## src/rtl/mouse_pos_sync_if.sv

```systemverilog
// Bundle between the mouse controller, the vertical timing and the cursor overlay.
// The master side drives raw coordinates and vblank; the slave side returns the committed position.
interface mouse_pos_sync_if;
    logic [11:0] xpos_in;
    logic [11:0] ypos_in;
    logic        pos_valid;
    logic        vblnk_in;
    logic [11:0] xpos;
    logic [11:0] ypos;
    logic        cursor_en;
    logic        frame_tick;

    modport master (
        output xpos_in, ypos_in, pos_valid, vblnk_in,
        input  xpos, ypos, cursor_en, frame_tick
    );

    modport slave (
        input  xpos_in, ypos_in, pos_valid, vblnk_in,
        output xpos, ypos, cursor_en, frame_tick
    );
endinterface

```

## src/rtl/mouse_pos_sync.sv

```systemverilog
// Clamps raw mouse coordinates and commits them to the overlay only at vblank start.
// Define MOUSE_AUTOHIDE_EN to hide the cursor after HIDE_FRAMES idle committed frames.
module mouse_pos_sync #(
    parameter int H_MAX       = 799,
    parameter int V_MAX       = 599,
    parameter int HIDE_FRAMES = 180
) (
    input  logic             pclk,
    input  logic             rst_n,
    mouse_pos_sync_if.slave  bus
);
    localparam logic [1:0] S_SYNC   = 2'd0;
    localparam logic [1:0] S_ACTIVE = 2'd1;
    localparam logic [1:0] S_COMMIT = 2'd2;
    localparam logic [1:0] S_BLANK  = 2'd3;

    localparam logic [11:0] H_LIM = 12'(H_MAX);
    localparam logic [11:0] V_LIM = 12'(V_MAX);

    if (HIDE_FRAMES < 1 || HIDE_FRAMES > 255) begin : gen_bad_hide
        $error("HIDE_FRAMES must be within 1..255");
    end

    logic [1:0]  state_reg;
    logic [1:0]  state_next;
    logic        pend_reg;
    logic [11:0] pend_x_reg;
    logic [11:0] pend_y_reg;
    logic [11:0] xpos_reg;
    logic [11:0] ypos_reg;
    logic        tick_reg;
    logic [11:0] cx;
    logic [11:0] cy;
    logic        commit;

    assign cx     = (bus.xpos_in > H_LIM) ? H_LIM : bus.xpos_in;
    assign cy     = (bus.ypos_in > V_LIM) ? V_LIM : bus.ypos_in;
    assign commit = (state_reg == S_COMMIT);

    // S_SYNC waits for a falling vblank so the partial frame after reset never commits.
    always_comb begin
        state_next = state_reg;
        case (state_reg)
            S_SYNC:   if (!bus.vblnk_in) state_next = S_ACTIVE;
            S_ACTIVE: if (bus.vblnk_in)  state_next = S_COMMIT;
            S_COMMIT: state_next = S_BLANK;
            S_BLANK:  if (!bus.vblnk_in) state_next = S_ACTIVE;
            default:  state_next = S_SYNC;
        endcase
    end

    always_ff @(posedge pclk or negedge rst_n) begin
        if (!rst_n) begin
            state_reg  <= S_SYNC;
            pend_reg   <= 1'b0;
            pend_x_reg <= '0;
            pend_y_reg <= '0;
            xpos_reg   <= '0;
            ypos_reg   <= '0;
            tick_reg   <= 1'b0;
        end else begin
            state_reg <= state_next;
            tick_reg  <= commit;
            if (commit && pend_reg) begin
                xpos_reg <= pend_x_reg;
                ypos_reg <= pend_y_reg;
            end
            // A sample arriving in the commit cycle refills the buffer for the next frame.
            if (bus.pos_valid) begin
                pend_x_reg <= cx;
                pend_y_reg <= cy;
                pend_reg   <= 1'b1;
            end else if (commit) begin
                pend_reg <= 1'b0;
            end
        end
    end

`ifdef MOUSE_AUTOHIDE_EN
    localparam logic [7:0] HIDE_LIM = 8'(HIDE_FRAMES);

    logic [7:0] idle_reg;
    logic [7:0] idle_inc;
    logic       cursor_en_reg;

    assign idle_inc = (idle_reg >= HIDE_LIM) ? HIDE_LIM : idle_reg + 8'd1;

    always_ff @(posedge pclk or negedge rst_n) begin
        if (!rst_n) begin
            idle_reg      <= '0;
            cursor_en_reg <= 1'b1;
        end else if (commit) begin
            if (pend_reg) begin
                idle_reg      <= '0;
                cursor_en_reg <= 1'b1;
            end else begin
                idle_reg <= idle_inc;
                if (idle_inc == HIDE_LIM) cursor_en_reg <= 1'b0;
            end
        end
    end

    assign bus.cursor_en = cursor_en_reg;
`else
    assign bus.cursor_en = 1'b1;
`endif

    assign bus.xpos       = xpos_reg;
    assign bus.ypos       = ypos_reg;
    assign bus.frame_tick = tick_reg;
endmodule

```

## src/flat_wrapper.sv

```systemverilog
// flat-port wrapper written by rule: the top's interface ports become plain ports
module mouse_pos_sync_flat 
#(
    parameter int H_MAX       = 799,
    parameter int V_MAX       = 599,
    parameter int HIDE_FRAMES = 180
)
  (pclk, rst_n, bus_xpos_in, bus_ypos_in, bus_pos_valid, bus_vblnk_in, bus_xpos, bus_ypos, bus_cursor_en, bus_frame_tick);
  mouse_pos_sync_if bus_i ();
  input  logic pclk;
  input  logic rst_n;
  input wire logic [$bits(bus_i.xpos_in)-1:0] bus_xpos_in;
  input wire logic [$bits(bus_i.ypos_in)-1:0] bus_ypos_in;
  input wire logic [$bits(bus_i.pos_valid)-1:0] bus_pos_valid;
  input wire logic [$bits(bus_i.vblnk_in)-1:0] bus_vblnk_in;
  output wire logic [$bits(bus_i.xpos)-1:0] bus_xpos;
  output wire logic [$bits(bus_i.ypos)-1:0] bus_ypos;
  output wire logic [$bits(bus_i.cursor_en)-1:0] bus_cursor_en;
  output wire logic [$bits(bus_i.frame_tick)-1:0] bus_frame_tick;
  assign bus_i.xpos_in = bus_xpos_in;
  assign bus_i.ypos_in = bus_ypos_in;
  assign bus_i.pos_valid = bus_pos_valid;
  assign bus_i.vblnk_in = bus_vblnk_in;
  assign bus_xpos = bus_i.xpos;
  assign bus_ypos = bus_i.ypos;
  assign bus_cursor_en = bus_i.cursor_en;
  assign bus_frame_tick = bus_i.frame_tick;
  mouse_pos_sync #(.H_MAX(H_MAX), .V_MAX(V_MAX), .HIDE_FRAMES(HIDE_FRAMES)) u_core (.pclk(pclk), .rst_n(rst_n), .bus(bus_i));
endmodule
```

## config.mk

```make
export PLATFORM = sky130hd
export DESIGN_NAME = mouse_pos_sync_flat
export DESIGN_NICKNAME = d
export VERILOG_FILES = /design/src/rtl/mouse_pos_sync_if.sv /design/src/rtl/mouse_pos_sync.sv /design/src/flat_wrapper.sv
export SDC_FILE = /design/constraint.sdc
export NUM_CORES = 1
export LEC_CHECK = 0
export ABC_AREA = 1
export CAP_MARGIN = 20
export CORE_ASPECT_RATIO = 0.7
export CORE_UTILIZATION = 45
export CTS_BUF_LIST = sky130_fd_sc_hd__clkbuf_8
export CTS_CLUSTER_SIZE = 14
export DETAILED_ROUTE_END_ITERATION = 8
export GPL_TIMING_DRIVEN = 0
export HOLD_SLACK_MARGIN = 0.12
export PLACE_DENSITY = 0.74
export SETUP_SLACK_MARGIN = 0.3
export SYNTH_ARGS = -nofsm -noshare
export SYNTH_HDL_FRONTEND = slang
export SYNTH_SLANG_ARGS = --single-unit
```

## constraint.sdc

```tcl
create_clock -name pclk -period 1.9 [get_ports pclk]
set_clock_uncertainty 0.05 [all_clocks]
set_input_delay 0.38 -clock pclk [delete_from_list [all_inputs] [get_ports pclk]]
set_output_delay 0.38 -clock pclk [all_outputs]
set_load 0.01 [all_outputs]
```

# == Word level (Yosys, flattened, before mapping) ==
# Index checks and enable logic that the tools add are counted.
# Widths: inputs -> output; s select.
# totals
wordCells,26
reg_bits,52
inputBits,28
# classes
n_eq_ne,5
muxes,7
n_reduce_logical,5
n_lt_le_gt_ge,2
# op_table
operator,count
$gt 12x10->1 const B,2
$mux 12,2
$pmux 2 s3,1
$eq 2x2->1 const B,2
$mux 2,2
$ne 2x2->1 const B,2
$eq 2x1->1 const B,1
$logic_not 2->1,1
$mux 1,2
$reduce_and 2->1,1
$reduce_bool 2->1,1
$reduce_or 2->1,1
$logic_and 1x1->1,1

# == Logic depth before layout (Yosys ltp) ==
# Gate-level depths: netlist of run 1.
# logic_depth
word_depth,4
ltp_mapped,8

# == Worst setup path after synthesis of run 1 ==
# No wires, ideal clock.
# synth_timing
kind,reg2reg
start,register u_core.state_reg[0]
end,register u_core.xpos_reg[0] (netlist: u_core.bus.xpos[0])
setup_time_ns,0.130
path_slack_ns,0.650
period_less_slack_ns,1.250
arrival_ns,1.070
t_required_ns,1.720
path_buffers,2
stages_incl_launch_ff,8
cell_sequence,dfrtp_1 inv_1 ha_1 nand2_1 buf_4 buf_4 nand2_1 o21ai_1
# synth_via
elab_chain_cells,2
# synth_rtl
item,line_no,source
from (decl),mouse_pos_sync.sv:24,logic [1:0] state_reg;
from (signal assigned),mouse_pos_sync.sv:62,state_reg <= state_next;
$eq 2x2->1,mouse_pos_sync.sv:38,assign commit = (state_reg == S_COMMIT);
named net u_core.commit,mouse_pos_sync.sv:34,logic commit;
$logic_and 1x1->1,mouse_pos_sync.sv:64,if (commit && pend_reg) begin
to (signal assigned),mouse_pos_sync.sv:65,xpos_reg <= pend_x_reg;
to (decl),mouse_pos_sync.sv:29,logic [11:0] xpos_reg;
# The timed path passes the listed nets, and every way through them passes these cells.
# A chain may end at the register's enable or synchronous reset.

# == Worst setup path after layout of run 1 ==
# layout_timing
start,register u_core.state_reg[0]
end,register u_core.xpos_reg[3] (netlist: u_core.bus.xpos[3])
# Same word-level chain as after synthesis.

==> run metrics, run 1 <==
outcome finished, final reports clean; clock latency at the later pin of the worst-skew pair between 0.2 and 0.3 ns; vias per cell around 4.8; setup bufs post-CTS 0; VDD IR max between 0.4 and 0.5 mV; syn avg cell area roughly 9.1 µm²; layout cells sized above 1 about 8.0%; RR Endpoint u_core.bus.xpos[3]; WP data arrival ~1.6 ns; sequential fraction of the synthesis area between 50% and 60%; full die area 5125 µm²; CTS clk-pin slew, worst paths ~0.090 ns; Critical Path Stages 5; worst setup path start u_core.state_reg[0]; clk sinks 52; shortest period the worst path allows 1.431 ns; Netlist cell types 22; WP buf/inv 2; synth top area cells dfrtp_1, nand2_1, inv_1, o21ai_1, nand3_1; CTS buffer count 5; antenna-violating nets left 0; area of the mapped netlist 2177 µm²; vias in the first global route about 1,700; Clock Tree Buf Depth 2; CTS tree built; Final setup viols 0; Post-Layout Cell Count around 360; max_cap viols 0; Core ar. between 4000 and 5000 µm²; flop2flop setup slack ~0.47 ns; nets@finish 330; RSZ-0062 raised after global routing no; Crit-path slowest cell clkbuf_1; DRC errors left 0; Inserted Diodes 0; # rows 20; Hold Path Class in2reg; drt pass-1 iters 4; vias between 1,500 and 2,000; DRT iter0 DRCs 60; Final Max Slew Viols 0; GRT Residual Overflow 0; area leader, netlist dfrtp_1; area grow syn2layout 30.06%; Post-DP HPWL 3160 µm; gr busiest metal met2; Final Cell Area about 2800 µm²; fmax 0.6986 GHz; H-tree Lvls 2; Clock Tree Root clkbuf_8; Fin. Hold Viols 0; met2 Usage GRT around a third; flops & latches, synth 52; hold path cells 2; DR WL/cell approximately 12 µm; initial core utilization roughly half; max_slew headroom 66.24%; CP Capture Type flip-flop; kind of critical path reg2reg; worst flop-to-flop path startpoint u_core.state_reg[0]; met1 GRT Util between 20% and 30%; Lkg Pwr 1.473 nW; Ys Warns 0; Post-Syn Instances 240; Total Routing Usage GR 20.23%; met3 usage ~4.6%; first-pass GRT wire length just under 8000 µm; Inst Count DP 347; Final GP Congestion between 0.7 and 0.8; max incr delay on CP 0.41 ns; WP data required about 2 ns; PD cells between 1000 and 1500 nW/µm²; critical path's top delay family buffers and inverters; Die Wd 85.14 µm; WL final 4375 µm; crit start category flip-flop; fin crit share between 70 and 80%; initial antenna violation count 0; dpl cell area about 2800 µm²; die height ~60 µm; Ports 54; largest net degree at the start of global routing 37; syn nets 270; Synth top area share 59.77%; worst-margin pin slew just over 0.5 ns; Crit Path Max Fanout 10; port bufs 51; Cell Chain, Critical Path inv_1 > ha_1 > nand2_1 > clkbuf_1 > o21ai_1; CP endpoint u_core.bus.xpos[3]; reg2reg path depth 5
-- cell usage after synthesis --
library cell and count:
dfrtp_1 52, buf_6 3, clkbuf_1 1, nand3_1 10
nand2_2 1, nand2_1 55, or2_0 5, buf_2 3
a22oi_1 3, nor2_2 3, buf_4 3, inv_4 1
o21ai_1 30, ha_1 2, nor2_1 12, inv_1 43
o22ai_1 3, mux2i_1 1, o21ai_0 6, conb_1 1
inv_2 1, nor2_4 1
-- cell type report --
| class | count | area (µm²) |
|---|---|---|
| Sequential cell | 52 | 1301 |
| Timing Repair Buffer | 53 | 508.0 |
| Fill cell | 403 | 1648 |
| Multi-Input combinational cell | 133 | 629.4 |
| Clock inverter | 2 | 8.758 |
| Tap cell | 55 | 68.82 |
| Buffer | 10 | 75.07 |
| Inverter | 45 | 171.4 |
| Clock buffer | 5 | 68.82 |
-- power breakdown --
part           internal, mW  total [mW]  switching [mW]
combinational         0.497        1.08           0.583
clock                 0.246       0.580           0.334
sequential             1.38        1.51           0.130
total                  2.12        3.17            1.05
-- kinds of logic (layout without fill, tap and decap cells) --
kind of cell    after synthesis  in the layout  share of synthesized area, %
flops                        52             52                         59.77
simple gates                 87             87                         16.95
mux                           1              1                        0.4598
other cells                   1              1                        0.1722
compound gates               42             42                         10.17
fa+ha+maj                     2              2                         1.149
buf+inv                      55            115                         11.32
-- layout by cell type (no fill, tap or decap), types with 4 or more instances in the layout --
cell type / instances
clkbuf_8: 5
nor2_1: 12
o21ai_1: 30
inv_1: 44
dfrtp_1: 52
or2_0: 5
dlygate4sd2_1: 24
buf_2: 4
clkdlybuf4s50_1: 25
nand2_1: 55
nand3_1: 10
o21ai_0: 6
-- metal layers --
metal | vias up | share of wire (%) | wire length (µm)
li1 | 848 | - | -
met1 | 790 | 49 | 2163
met2 | 48 | 45 | 1965
met3 | 4 | 5.2 | 226
met4 | 0 | 0.43 | 19
met5 | - | 0 | 0
-- through the flow --
step	total power [mW]	hold WS, ns	setup WS, ns	utilization (%)	setup TNS (ns)
2_1_floorplan	2.117	0.03441	0.6498	-	0
3_3_place_gp	2.754	0.4066	-1.102	61.54	-57.14
3_5_place_dp	2.787	0.2804	0.2420	61.87	0
4_1_cts	3.201	0.2585	0.3116	63.16	0
5_1_grt	3.394	0.2606	0.3406	63.21	0
6_report	3.169	0.2567	0.4686	63.21	0
-- worst min-delay path by stage --
| stage | to | slack, ns | startpoint |
|---|---|---|---|
| 2_1_floorplan | u_core.bus.frame_tick | 0.03 | rst_n |
| 3_3_place_gp | u_core.pend_y_reg[10] | 0.41 | u_core.pend_y_reg[10] |
| 3_5_place_dp | u_core.bus.ypos[8] | 0.28 | rst_n |
| 4_1_cts | u_core.pend_y_reg[3] | 0.26 | bus_pos_valid |
| 5_1_grt | u_core.pend_y_reg[3] | 0.26 | bus_pos_valid |
| 6_report | u_core.pend_y_reg[3] | 0.26 | bus_pos_valid |
-- repair_timing --
action / CTS / global route
resized for setup: 24 / 1
setup endpoints to repair: 24 / 1
endpoints found under the hold margin: 16 / 0
hold buffers: 1 / 0
(Power assumes the default switching activity.)
==> run 2: changes to the inputs <==
- PLACE_DENSITY: 0.74 -> 0.77
- clock period: 1.9 -> 1.1 ns (I/O delays scaled with it)
==> run metrics, run 2 (synthesized netlist as in run 1, its figures left out) <==
nets@finish 367 (+11%); vias 1,966 (+16%); WP data required 1.26 ns (-0.76 ns); crit start category flip-flop; Hold Slack -0.1226 ns (-0.3793 ns); max_cap viols 0 (unchanged); WP data arrival 1.42 ns (-0.13 ns); RSZ-0062 raised after global routing yes; WL final 6006 µm (+37%); WP buf/inv 3 (+1); met3 WL post-DR 338 µm (+50%); largest net degree at the start of global routing 28 (-24%); first-pass GRT wire length 9149 µm (+18%); fin worst setup slack -0.1690 ns (-0.6375 ns); Hold Path Class in2async; Clock Tree Root clkbuf_8; Final setup viols 42 (+42); commonest non-fill, non-tap cell in the layout dfrtp_1; Crit Path Max Fanout 7 (-3); # rows 20 (unchanged); shortest period the worst path allows 1.269 ns (-0.1625 ns); Core ar. 4479 µm² (unchanged); Clock Tree Buf Depth 2 (unchanged); CTS buffer count 5 (unchanged); Top Metal Used met4; vias per cell 5.003 (+5.1%); Crit-path slowest cell dfrtp_1; VDD IR max 1.059 mV (+130%); Post-DP HPWL 3289 µm (+4.1%); Ports 54 (unchanged); met1 WL 2590 µm (+20%); fin crit share 115.4% (+40 points); DRC errors left 0 (unchanged); Cell Chain, Critical Path inv_2 > ha_4 > nand2_4 > buf_12 > buf_16 > nand2_4 > o21ai_2; H-tree Lvls 2 (unchanged); DR WL/cell 15.28 µm (+24%); antenna-violating nets left 0 (unchanged); Die Wd 85.14 µm (unchanged); initial core utilization 48.60% (unchanged); critical path's top delay family flip-flops; full die area 5125 µm² (unchanged); Inserted Diodes 0 (unchanged); Final GP Congestion 0.7609 (-0.59%); failing checks negative hold slack, negative setup slack; fillers 328 (-19%); area grow syn2layout 54.08%; CTS tree built; initial antenna violation count 0 (unchanged); DRT iter0 DRCs 127 (+110%); CP dominant cell by count nand2_4; worst-margin pin slew 0.6413 ns (+0.1349 ns); outcome complete, but fails checks; GRT Residual Overflow 0 (unchanged); kind of critical path reg2reg; PD cells 2195 nW/µm² (+96%); met2 WL 2986 µm (+52%); Fin. Hold Viols 26 (+26); fmax 0.7880 GHz (+13%); flop2flop setup slack -0.17 ns (-0.64 ns); commonest non-fill, non-tap cells in the layout dfrtp_1, inv_1, buf_4; drt pass-1 iters 4 (unchanged); max_slew headroom 57.25% (-9.0 points); vias in the first global route 1,872 (+11%); Total Routing Usage GR 24.32% (+4.1 points); max incr delay on CP 0.41 ns (about the same); port bufs 51 (unchanged); Final Max Slew Viols 0 (unchanged); Lkg Pwr 1.762 nW (+20%); clk sinks 52 (unchanged); die height 60.20 µm (unchanged); CTS clk-pin slew, worst paths 0.09 ns (about the same); CP Capture Type flip-flop; Util after Layout 74.89% (+12 points); layout cells sized above 1 45.56% (+38 points); clock latency at the later pin of the worst-skew pair 0.31 ns (+0.02 ns)
==> run 2: cell count changes in the layout (fill, tap and decap cells not counted), moves of 6 or more <==
cell             change
buf_2               +25
buf_4               +30
clkbuf_2             +6
clkdlybuf4s50_1     -23
dlygate4sd2_1       -15
nand2_1             -26
nand2_2             +17
nand2_4             +10
o21ai_0              -6
o21ai_1             -12
o21ai_2             +17
==> run 2: power by group <==
| group | switching [mW] | internal, mW |
|---|---|---|
| clock network | 0.615 | 0.496 |
| logic | 1.68 | 1.93 |
| registers | 0.264 | 2.38 |
| total | 2.55 | 4.81 |
==> run 2: metal layers <==
layer / vias up / track usage (%)
met2: 63 / 42.74
met5: - / 0
met3: 10 / 4.282
li1: 929 / -
met1: 964 / 31.86
met4: 0 / 6.295
==> run 2: area by class of cell <==
| type | instances | area, µm² | area share [%] |
|---|---|---|---|
| plain buffers | 10 | 127.6 | 3.805 |
| clock buffers | 6 | 82.58 | 2.462 |
| clock inverters | 2 | 7.507 | 0.2238 |
| inverters | 45 | 176.4 | 5.259 |
| multi-input cells | 135 | 892.1 | 26.59 |
| flip-flops and latches | 52 | 1301 | 38.79 |
| well taps | 55 | 68.82 | 2.051 |
| repair buffers | 88 | 698.2 | 20.81 |
==> run 2: final timing paths <==
path,start,end,cells past startpoint
min in group pclk,bus_pos_valid,u_core.pend_y_reg[3],2
setup reg to reg,u_core.state_reg[0],u_core.bus.ypos[9],7
hold reg to reg,u_core.pend_x_reg[10],u_core.pend_x_reg[10],2
max in group asynchronous,rst_n,u_core.bus.xpos[4],2
setup / recovery,u_core.state_reg[0],u_core.bus.ypos[9],7
hold / removal,rst_n,u_core.pend_y_reg[3],1
==> run 2: timing repair <==
| item | 4_1_cts | 5_1_grt |
|---|---|---|
| pin swaps | 25 | 20 |
| buffers inserted | 17 | 16 |
| setup endpoints to repair | 70 | 70 |
| endpoints found under the hold margin | 27 | 27 |
| gates cloned | 5 | 0 |
| resized for setup | 172 | 53 |
==> run 2: per-stage QoR <==
stage / worst slack, ns / setup TNS (ns) / instance area, µm² / std cells / total power, mW
global route: -0.2040 / -5.657 / 3354 / 393 / 7.761
detailed placement: -0.3462 / -9.839 / 2831 / 347 / 4.975
global placement: -1.736 / -99.18 / 2816 / 346 / 4.901
finish: -0.1690 / -3.967 / 3354 / 393 / 7.365
floorplan: -0.04876 / -0.6939 / 2237 / 240 / 3.810
CTS: -0.1176 / -2.998 / 3138 / 377 / 6.616
